`src/rtl/ibex_fetch_req_ctrl.sv`:
```
// Instruction-fetch request sequencer for the IF stage.
// Issues word-aligned requests on the instruction bus, tracks up to NUM_REQS
// outstanding requests and marks the responses that a branch makes stale so
// they are dropped. The remaining responses go to the fetch FIFO. This block
// owns the fetch address, and the FIFO owns the PC.
//
// Handshake: the bus request is a valid/ready pair. Once instr_req_o is raised
// and no grant has arrived, the request and its address stay stable until
// instr_gnt_i. Responses come back in order. A response is pushed into the
// FIFO when fifo_valid_o is high. There is no back-pressure on the push,
// because the request is issued only when fifo_ready_i is high and the count
// is below NUM_REQS.
module ibex_fetch_req_ctrl #(
  parameter int unsigned NUM_REQS = 2
) (
  input  logic        clk_i,
  input  logic        rst_ni,
  input  logic        req_i,
  input  logic        branch_i,
  input  logic [31:0] branch_addr_i,
  output logic        busy_o,
  output logic        fifo_clear_o,
  output logic        fifo_valid_o,
  input  logic        fifo_ready_i,
  output logic [31:0] fifo_addr_o,
  output logic [31:0] fifo_rdata_o,
  output logic        fifo_err_o,
  output logic        instr_req_o,
  input  logic        instr_gnt_i,
  output logic [31:0] instr_addr_o,
  input  logic        instr_rvalid_i,
  input  logic [31:0] instr_rdata_i,
  input  logic        instr_err_i
);

  localparam int unsigned CW = $clog2(NUM_REQS + 1);
  localparam logic [CW-1:0] MAX_CNT = CW'(NUM_REQS);

  // Encoded FSM state. state_q is kept as a named signal so checkers can bind to it.
  typedef enum logic [1:0] {
    IDLE      = 2'd0,
    REQ       = 2'd1,
    REQ_STALE = 2'd2
  } state_e;

  state_e              state_q;
  logic [31:0]         fetch_addr_q;
  logic [31:0]         stale_addr_q;
  logic [CW-1:0]       count_q;
  logic [NUM_REQS-1:0] discard_q;
  logic [NUM_REQS-1:0] discard_d;

  logic          can_issue;
  logic          req_int;
  logic          gnt_acc;
  logic          rsp_acc;
  logic          new_flag;
  logic [CW-1:0] slot;
  logic [31:0]   cur_addr;

  assign cur_addr  = {fetch_addr_q[31:2], 2'b00};
  assign can_issue = req_i & fifo_ready_i & (count_q < MAX_CNT);
  assign gnt_acc   = req_int & instr_gnt_i;
  // A response with nothing outstanding breaks the bus protocol, so it is ignored.
  assign rsp_acc   = instr_rvalid_i & (count_q != '0);
  // A request granted in REQ_STALE, or granted in the cycle of a branch, is stale.
  assign new_flag  = (state_q == REQ_STALE) | branch_i;
  assign slot      = count_q - CW'(rsp_acc);

  // Raise the bus request: only on demand in IDLE, and held while waiting for the grant.
  always_comb begin
    req_int = 1'b1;
    if (state_q == IDLE) req_int = can_issue;
  end

  // Outputs. All of them are forced low while reset is asserted.
  assign instr_req_o  = req_int & rst_ni;
  assign instr_addr_o = (state_q == REQ_STALE) ? stale_addr_q : cur_addr;
  assign fifo_clear_o = branch_i & rst_ni;
  assign fifo_addr_o  = rst_ni ? branch_addr_i : 32'h0;
  assign fifo_valid_o = rst_ni & rsp_acc & ~discard_q[0] & ~branch_i;
  assign fifo_rdata_o = rst_ni ? instr_rdata_i : 32'h0;
  assign fifo_err_o   = rst_ni & instr_err_i;
  assign busy_o       = (count_q != '0) | (state_q != IDLE);

  // Request FSM. It holds the address stable through grant wait and tracks stale requests.
  always_ff @(posedge clk_i or negedge rst_ni) begin
    if (!rst_ni) begin
      state_q      <= IDLE;
      stale_addr_q <= 32'h0;
    end else begin
      case (state_q)
        IDLE: begin
          // A request raised in the cycle of a branch must still hold its old address.
          if (can_issue && !instr_gnt_i) begin
            if (branch_i) begin
              state_q      <= REQ_STALE;
              stale_addr_q <= cur_addr;
            end else begin
              state_q <= REQ;
            end
          end
        end
        REQ: begin
          if (instr_gnt_i) begin
            state_q <= IDLE;
          end else if (branch_i) begin
            state_q      <= REQ_STALE;
            stale_addr_q <= cur_addr;
          end
        end
        REQ_STALE: begin
          if (instr_gnt_i) state_q <= IDLE;
        end
        default: state_q <= IDLE;
      endcase
    end
  end

  // Fetch address. A branch loads the target. A non-stale grant steps to the next word.
  always_ff @(posedge clk_i or negedge rst_ni) begin
    if (!rst_ni) begin
      fetch_addr_q <= 32'h0;
    end else if (branch_i) begin
      fetch_addr_q <= {branch_addr_i[31:2], 2'b00};
    end else if (gnt_acc && (state_q != REQ_STALE)) begin
      fetch_addr_q <= fetch_addr_q + 32'd4;
    end
  end

  // Outstanding-request counter: +1 per grant and -1 per accepted response.
  always_ff @(posedge clk_i or negedge rst_ni) begin
    if (!rst_ni) begin
      count_q <= '0;
    end else if (gnt_acc && !rsp_acc) begin
      count_q <= count_q + 1'b1;
    end else if (!gnt_acc && rsp_acc) begin
      count_q <= count_q - 1'b1;
    end
  end

  // Next discard queue. A branch marks everything outstanding, a response pops the head,
  // and a grant appends at the tail.
  always_comb begin
    discard_d = discard_q;
    if (branch_i) begin
      for (int i = 0; i < NUM_REQS; i++) begin
        if (CW'(i) < count_q) discard_d[i] = 1'b1;
      end
    end
    if (rsp_acc) discard_d = discard_d >> 1;
    if (gnt_acc) begin
      for (int i = 0; i < NUM_REQS; i++) begin
        if (CW'(i) == slot) discard_d[i] = new_flag;
      end
    end
  end

  // Discard queue register, one flag per outstanding request with the oldest at bit 0.
  always_ff @(posedge clk_i or negedge rst_ni) begin
    if (!rst_ni) discard_q <= '0;
    else         discard_q <= discard_d;
  end

  // Bus rule: a response is never returned while nothing is outstanding.
  assert property (@(posedge clk_i) disable iff (!rst_ni)
    instr_rvalid_i |-> (count_q != '0));

endmodule
```
`config.mk`:
```
export PLATFORM = sky130hd
export DESIGN_NAME = ibex_fetch_req_ctrl
export DESIGN_NICKNAME = d
export VERILOG_FILES = /design/src/rtl/ibex_fetch_req_ctrl.sv
export SDC_FILE = /design/constraint.sdc
export NUM_CORES = 1
export LEC_CHECK = 0
export ABC_AREA = 1
export BUFFER_PORTS_ARGS = -buffer_cell sky130_fd_sc_hd__buf_4
export CORE_MARGIN = 2
export CORE_UTILIZATION = 50
export CTS_BUF_LIST = sky130_fd_sc_hd__clkbuf_4
export CTS_CLUSTER_SIZE = 12
export DETAILED_ROUTE_END_ITERATION = 10
export PLACE_DENSITY = 0.9
export SYNTH_ARGS = -nofsm -noshare
export SYNTH_HDL_FRONTEND = slang
export SYNTH_SLANG_ARGS = --single-unit
export TNS_END_PERCENT = 1
```
`constraint.sdc`:
```
create_clock -name clk_i -period 3.82 [get_ports clk_i]
set_clock_uncertainty 0.05 [all_clocks]
set_input_delay 0.573 -clock clk_i [delete_from_list [all_inputs] [get_ports clk_i]]
set_output_delay 0.573 -clock clk_i [all_outputs]
set_load 0.01 [all_outputs]
```
==> results of run 1 <==
## state kept, by name (all words and copies together), names as in the netlist
signal        flops
count_q           2
discard_q         2
fetch_addr_q     30
stale_addr_q     30
state_q           2
## worst paths after layout
kind | startpoint | endpoint | slack (ns) | depth (start not counted)
min in group clk_i | branch_addr_i[8] | fetch_addr_q[8] | 0.34 | 3
max in group asynchronous | rst_ni | stale_addr_q[20] | 2.72 | 3
min | rst_ni | stale_addr_q[15] | 0.11 | 1
max reg2reg | count_q[1] | fetch_addr_q[5] | 1.87 | 7
min reg2reg | stale_addr_q[20] | stale_addr_q[20] | 0.45 | 2
max | state_q[0] | instr_addr_o[26] | 0.94 | 7
## layer usage
| metal | track usage, % | vias to the layer above | share of wire (%) |
|---|---|---|---|
| li1 | - | 2567 | - |
| met1 | 33.7 | 2323 | 41 |
| met2 | 48.0 | 207 | 49 |
| met3 | 4.04 | 24 | 6.7 |
| met4 | 11.7 | 0 | 3.2 |
| met5 | 0 | - | 0 |
## cell usage in the layout, fill, tap and decap left out, drive strengths merged
cell / netlist / layout
clkinv: 0 / 5
nand3: 67 / 67
and2: 2 / 2
or2: 1 / 1
nor2: 45 / 45
xor2: 5 / 5
clkbuf: 9 / 11
o211ai: 6 / 6
ha: 3 / 3
nor4: 2 / 2
conb: 1 / 2
o21bai: 1 / 1
o21ai: 76 / 76
dfrtp: 66 / 66
buf: 23 / 178
nand2: 298 / 298
a31o: 1 / 1
a21oi: 4 / 4
inv: 128 / 128
## worst max-delay path, cell delays in order (launching register included)
cell     delay (ns)
dfrtp_1        0.44
inv_1          0.11
nand2_2        0.09
inv_1          0.44
buf_4          0.41
nand2_1        0.09
o21ai_0        0.09
buf_4          0.15
## per-stage QoR
| stage | worst slack (ns) | cells | hold slack [ns] |
|---|---|---|---|
| floorplan | 1.80 | 739 | 0.227 |
| global placement | 1.46 | 996 | 0.421 |
| detailed placement | 1.37 | 996 | 0.428 |
| CTS | 0.904 | 1012 | 0.115 |
| global route | 0.719 | 1012 | 0.134 |
| finish | 0.938 | 1012 | 0.105 |
## cells by family after synthesis
family                     count (synthesis)  share of synthesized area (%)
and+or+nand+nor                          415                           38.0
buffers and inverters                    160                           14.2
AOI/OAI and AO/OA                         88                           10.1
DFF                                       66                           35.8
xor gates and xnor gates                   5                          0.950
adders and majority gates                  3                          0.814
other                                      1                         0.0814
## final cells by class
type	instances	area share [%]
clock buffers	11	1.37
multi-input cells	513	38.3
clock inverters	5	0.354
flip-flops and latches	66	27.4
repair buffers	178	22.2
well taps	111	2.31
inverters	128	7.99
## power groups by stage
| stage | Clock (W) | Sequential (W) | Combinational [W] |
|---|---|---|---|
| global placement | 0 | 0.00116 | 0.00147 |
| global route | 0.000422 | 0.00120 | 0.00171 |
| floorplan | 0 | 0.00111 | 0.000987 |
| detailed placement | 0 | 0.00117 | 0.00152 |
| CTS | 0.000394 | 0.00116 | 0.00152 |
| finish | 0.000390 | 0.00116 | 0.00152 |
==> results.sh, run 1 <==
export IMPL_outcome="finished, final reports clean"
export IMPL_maxCapViolCount=0
export IMPL_intPower_w=0.00172
export IMPL_worst_ep_required_time_ns=3.20
export IMPL_arrival_ns=2.26
export IMPL_synthArstFlopShare_pct=100
export IMPL_power_density_nw_per_um2=510
export IMPL_grt_pass1_wl_um=21900
export IMPL_dieHeight_um=100
export IMPL_synth_cells=738
export IMPL_seq_area_frac_synth_pct=35.8
export IMPL_htreeDepth=3
export IMPL_synth_top_cell_by_area="dfrtp_1"
export IMPL_fp_coreArea_um2=9110
export IMPL_hpwl_um=10300
export IMPL_syn_area_um2=4610
export IMPL_cts_root_buf="clkbuf_4"
export IMPL_drtAntennaViolNets=0
export IMPL_synth_commonest_cells="292 x nand2_1, 125 x inv_1, 66 x dfrtp_1, 62 x nand3_1, 45 x o21ai_0"
export IMPL_leakagePower_nw=3.52
export IMPL_crit_path_end_kind="output port"
export IMPL_cts_resized=0
export IMPL_initial_core_util_pct=50.6
export IMPL_post_drt_wl_per_cell_um=13.3
export IMPL_cts_clk_slew_worst_paths_ns=0.11
export IMPL_fin_crit_sh_pct=75.4
export IMPL_yosys_cell_types_count=30
export IMPL_maxSlewViolCount=0
export IMPL_grt_max_degree=62
export IMPL_multiInputGateArea_um2=2310
export IMPL_drive_gt1_share_pct=24.0
export IMPL_num_vias=5121
export IMPL_post_cts_buffers=0
export IMPL_hold_viol_final=0
export IMPL_final_area_um2=6020
export IMPL_numPortBuffers=170
export IMPL_swShare_pct=44.1
export IMPL_nFillCells=819
export IMPL_yosysMostFrequentCell="nand2_1"
export IMPL_fin_util_pct=66.1
export IMPL_critPathLaunchType="flip-flop"
export IMPL_slew_headroom_pct=48.1
export IMPL_drc=0
export IMPL_synth_edff_count=0
export IMPL_cts_sinks=66
export IMPL_min_period_ns=2.88
export IMPL_vias_per_cell=5.06
export IMPL_io_pins=173
export IMPL_antenna_found_initial=0
export IMPL_crit_type="flip-flop to output port"
export IMPL_grt_pass1_vias=4839
export IMPL_fmax_mhz=347
export IMPL_diodes=0
export IMPL_insertion_delay_ns=0.41
export IMPL_setup_tns_ns=0
export IMPL_grt_setup_unrepaired="no"
export IMPL_synth_ff_type="dfrtp_1"
export IMPL_pwr_share_clk_pct=12.7
export IMPL_crit_fanout=40
export IMPL_avgSynthCellArea_um2=6.25
export IMPL_numCtsBuffers=9
export IMPL_setup_violations=0
export IMPL_drt_iter0_drc=218
export IMPL_cts_hold_buf=0
export IMPL_rows=35
export IMPL_yosysWarnings=0
export IMPL_worst_pin_slew_ns=0.777
export IMPL_finalPower_w=0.00307
export IMPL_ys_ff_latch=66
export IMPL_cts_path_max_buffers=2
export IMPL_nNetsFinal=971
export IMPL_grt_total_usage_pct=27.4
export IMPL_seq_power_share_pct=37.9
export IMPL_holdCritPathClass="input pin to asynchronous set/reset pin"
export IMPL_syn2layout_area_growth_pct=30.5
export IMPL_power_switching_w=0.00135
export IMPL_regArea_um2=1650
export IMPL_grt_overflow=0
export IMPL_synth_top_area_share_pct=35.8
export IMPL_gp_congestion=0.913
export IMPL_dr_pass1_iters=5
export IMPL_ir_drop_mv=0.265
export IMPL_dpl_cell_area_um2=5910
export IMPL_routed_wl_um=13400
export IMPL_synthTopCellsByArea="dfrtp_1 36%, nand2_1 24%, inv_1 10%, nand3_1 6.7%, o21ai_0 4.9%"
export IMPL_dieWidth_um=100
export IMPL_cts_tree="built"
export IMPL_die_area_um2=10000
export IMPL_p_comb_share_pct=49.4
No activity file was read; power rests on OpenSTA's default activity.
==> run 2: changes to the inputs <==
--- a/config.mk
+++ b/config.mk
@@ -8,11 +8,11 @@
 export ABC_AREA = 1
 export BUFFER_PORTS_ARGS = -buffer_cell sky130_fd_sc_hd__buf_4
 export CORE_MARGIN = 2
-export CORE_UTILIZATION = 50
+export CORE_UTILIZATION = 47
 export CTS_BUF_LIST = sky130_fd_sc_hd__clkbuf_4
 export CTS_CLUSTER_SIZE = 12
 export DETAILED_ROUTE_END_ITERATION = 10
-export PLACE_DENSITY = 0.9
+export PLACE_DENSITY = 0.89
 export SYNTH_ARGS = -nofsm -noshare
 export SYNTH_HDL_FRONTEND = slang
 export SYNTH_SLANG_ARGS = --single-unit
==> constraint.sdc (replaced) <==
create_clock -name clk_i -period 2.37 [get_ports clk_i]
set_clock_uncertainty 0.05 [all_clocks]
set_input_delay 0.3555 -clock clk_i [delete_from_list [all_inputs] [get_ports clk_i]]
set_output_delay 0.3555 -clock clk_i [all_outputs]
set_load 0.01 [all_outputs]
==> run 2 against run 1 <==
Worst setup slack lost 0.76 ns. Non-clock buffer count grew 4. Sequential cell count is the same. Combinational power grew 65%. Sequential power grew 62%. Via count grew 0.53%. Clock power grew 150%. Largest power group unchanged.
==> results.sh, run 2 (synthesis gave the netlist of run 1 again) <==
export IMPL_outcome="finished, final reports clean"
export IMPL_insertion_delay_ns=0.42
export IMPL_min_period_ns=2.19
export IMPL_hold_end="fetch_addr_q[8]"
export IMPL_reg2reg_depth=7
export IMPL_power_density_nw_per_um2=864
export IMPL_crit_slowest_cell="dlygate4sd3_1"
export IMPL_reg_top3="fetch_addr_q (30), stale_addr_q (30)"
export IMPL_worst_ep_required_time_ns=1.96
export IMPL_maxCapViolCount=0
export IMPL_syn2layout_area_growth_pct=34.5
export IMPL_fin_crit_sh_pct=92.5
export IMPL_numCtsBuffers=9
export IMPL_post_drt_wl_per_cell_um=12.8
export IMPL_grt_total_usage_pct=26.0
export IMPL_drive_gt1_share_pct=24.4
export IMPL_diodes=0
export IMPL_reg2reg_setup_slack_ns=0.50
export IMPL_dieHeight_um=103
export IMPL_initial_core_util_pct=47.8
export IMPL_dr_wl_met3_um=985
export IMPL_finalPower_w=0.00535
export IMPL_io_pins=173
export IMPL_cts_path_max_buffers=2
export IMPL_wl_met1_um=5410
export IMPL_routed_wl_um=13300
export IMPL_fp_coreArea_um2=9640
export IMPL_nFillCells=889
export IMPL_drt_iter0_drc=307
export IMPL_num_vias=5148
export IMPL_setup_violations=0
export IMPL_regArea_um2=1650
export IMPL_grt_pass1_vias=4681
export IMPL_min_path_cells=3
export IMPL_ir_drop_mv=0.436
export IMPL_rr_startpoint="count_q[1]"
export IMPL_route_met2_wl_um=6680
export IMPL_gp_congestion=0.938
export IMPL_critPathLaunchType="input pin"
export IMPL_drc=0
export IMPL_htreeDepth=3
export IMPL_numPortBuffers=170
export IMPL_crit_type="input pin to output port"
export IMPL_layout_common_cells="292 x nand2_1, 177 x buf_4, 125 x inv_1, 66 x dfrtp_1, 62 x nand3_1"
export IMPL_vias_per_cell=4.96
export IMPL_grt_max_degree=57
export IMPL_hold_viol_final=0
export IMPL_crit_chain="dlygate4sd3_1, buf_4, buf_4, nand2_1, inv_1, buf_4"
export IMPL_cts_clk_slew_worst_paths_ns=0.11
export IMPL_leakagePower_nw=3.58
export IMPL_crit_fanout=25
export IMPL_dieWidth_um=103
export IMPL_multiInputGateArea_um2=2310
export IMPL_die_area_um2=10600
export IMPL_antenna_found_initial=0
export IMPL_arrival_ns=1.79
export IMPL_critPathMaxStageDelay_ns=0.53
export IMPL_reg2reg_to="stale_addr_q[18]"
export IMPL_holdCritPathClass="input pin to flip-flop"
export IMPL_routed_top_layer="met4"
export IMPL_hold_start="branch_addr_i[8]"
export IMPL_maxSlewViolCount=0
export IMPL_fmax_mhz=456
export IMPL_cts_sinks=66
export IMPL_grt_overflow=0
export IMPL_crit_path_end_kind="output port"
export IMPL_grt_pass1_wl_um=21700
export IMPL_cts_root_buf="clkbuf_4"
export IMPL_nNetsFinal=975
export IMPL_setup_tns_ns=0
export IMPL_hpwl_um=10500
export IMPL_cts_tree="built"
export IMPL_cp_common_cell="buf_4"
export IMPL_dr_pass1_iters=5
export IMPL_drtAntennaViolNets=0
export IMPL_grt_setup_unrepaired="no"
export IMPL_final_common_cell="nand2_1"
export IMPL_rows=36
-- run 2: changes by cell type in the layout (fill, tap and decap cells not counted) --
cell / delta
buf_12: +3
clkbuf_4: -2
bufinv_16: +3
clkinvlp_4: +2
dlygate4sd3_1: +1
clkinv_2: -2
clkinv_1: -2
buf_6: +1
buf_4: -1
clkinv_4: +1
-- run 2: layer usage --
layer | vias up | GRT usage (%)
li1 | 2572 | -
met1 | 2336 | 33.0
met2 | 212 | 46.0
met3 | 28 | 3.73
met4 | 0 | 8.00
met5 | - | 0
-- run 2: worst max-delay path: cells and delay by family --
family                 cells  cell delay (ns)
buffers and inverters      5             1.33
AND/OR/NAND/NOR            1             0.09
-- run 2: stage by stage --
stage	hold slack (ns)	util (%)	worst slack, ns	cell area (um2)	std cells
3_5_place_dp	0.222	62.3	0.555	6000	1021
3_3_place_gp	0.231	62.3	0.634	6000	1021
4_1_cts	0.116	64.3	0.117	6200	1038
5_1_grt	0.108	64.3	0.0241	6200	1038
6_report	0.122	64.3	0.177	6200	1038
2_1_floorplan	0.00991	-	0.787	4610	739
-- run 2: area by class of cell --
type	count	share of cell area [%]
Sequential cell	66	26.6
Clock buffer	9	1.09
Timing Repair Buffer	182	22.7
Multi-Input combinational cell	513	37.2
Tap cell	133	2.68
Clock inverter	7	1.90
Inverter	128	7.75
-- run 2: what timing repair did --
| action | CTS | global route |
|---|---|---|
| hold endpoints to repair | 11 | 0 |
| buffers inserted | 0 | 0 |
| hold buffers | 1 | 0 |
| setup endpoints to repair | 0 | 9 |
| resized for setup | 0 | 1 |
-- run 2: power breakdown --
| part | switching (W) | internal (W) |
|---|---|---|
| registers | 0.000343 | 0.00154 |
| clock network | 0.000437 | 0.000532 |
| logic | 0.00146 | 0.00105 |
| total | 0.00224 | 0.00312 |
-- run 2: worst max-delay path by stage --
stage,start,to,slack (ns)
5_1_grt,state_q[0],instr_addr_o[13],0.02
6_report,rst_ni,fifo_addr_o[15],0.18
3_3_place_gp,count_q[1],stale_addr_q[15],0.63
3_5_place_dp,count_q[1],stale_addr_q[20],0.56
4_1_cts,state_q[0],instr_addr_o[12],0.12
2_1_floorplan,branch_i,fifo_valid_o,0.79
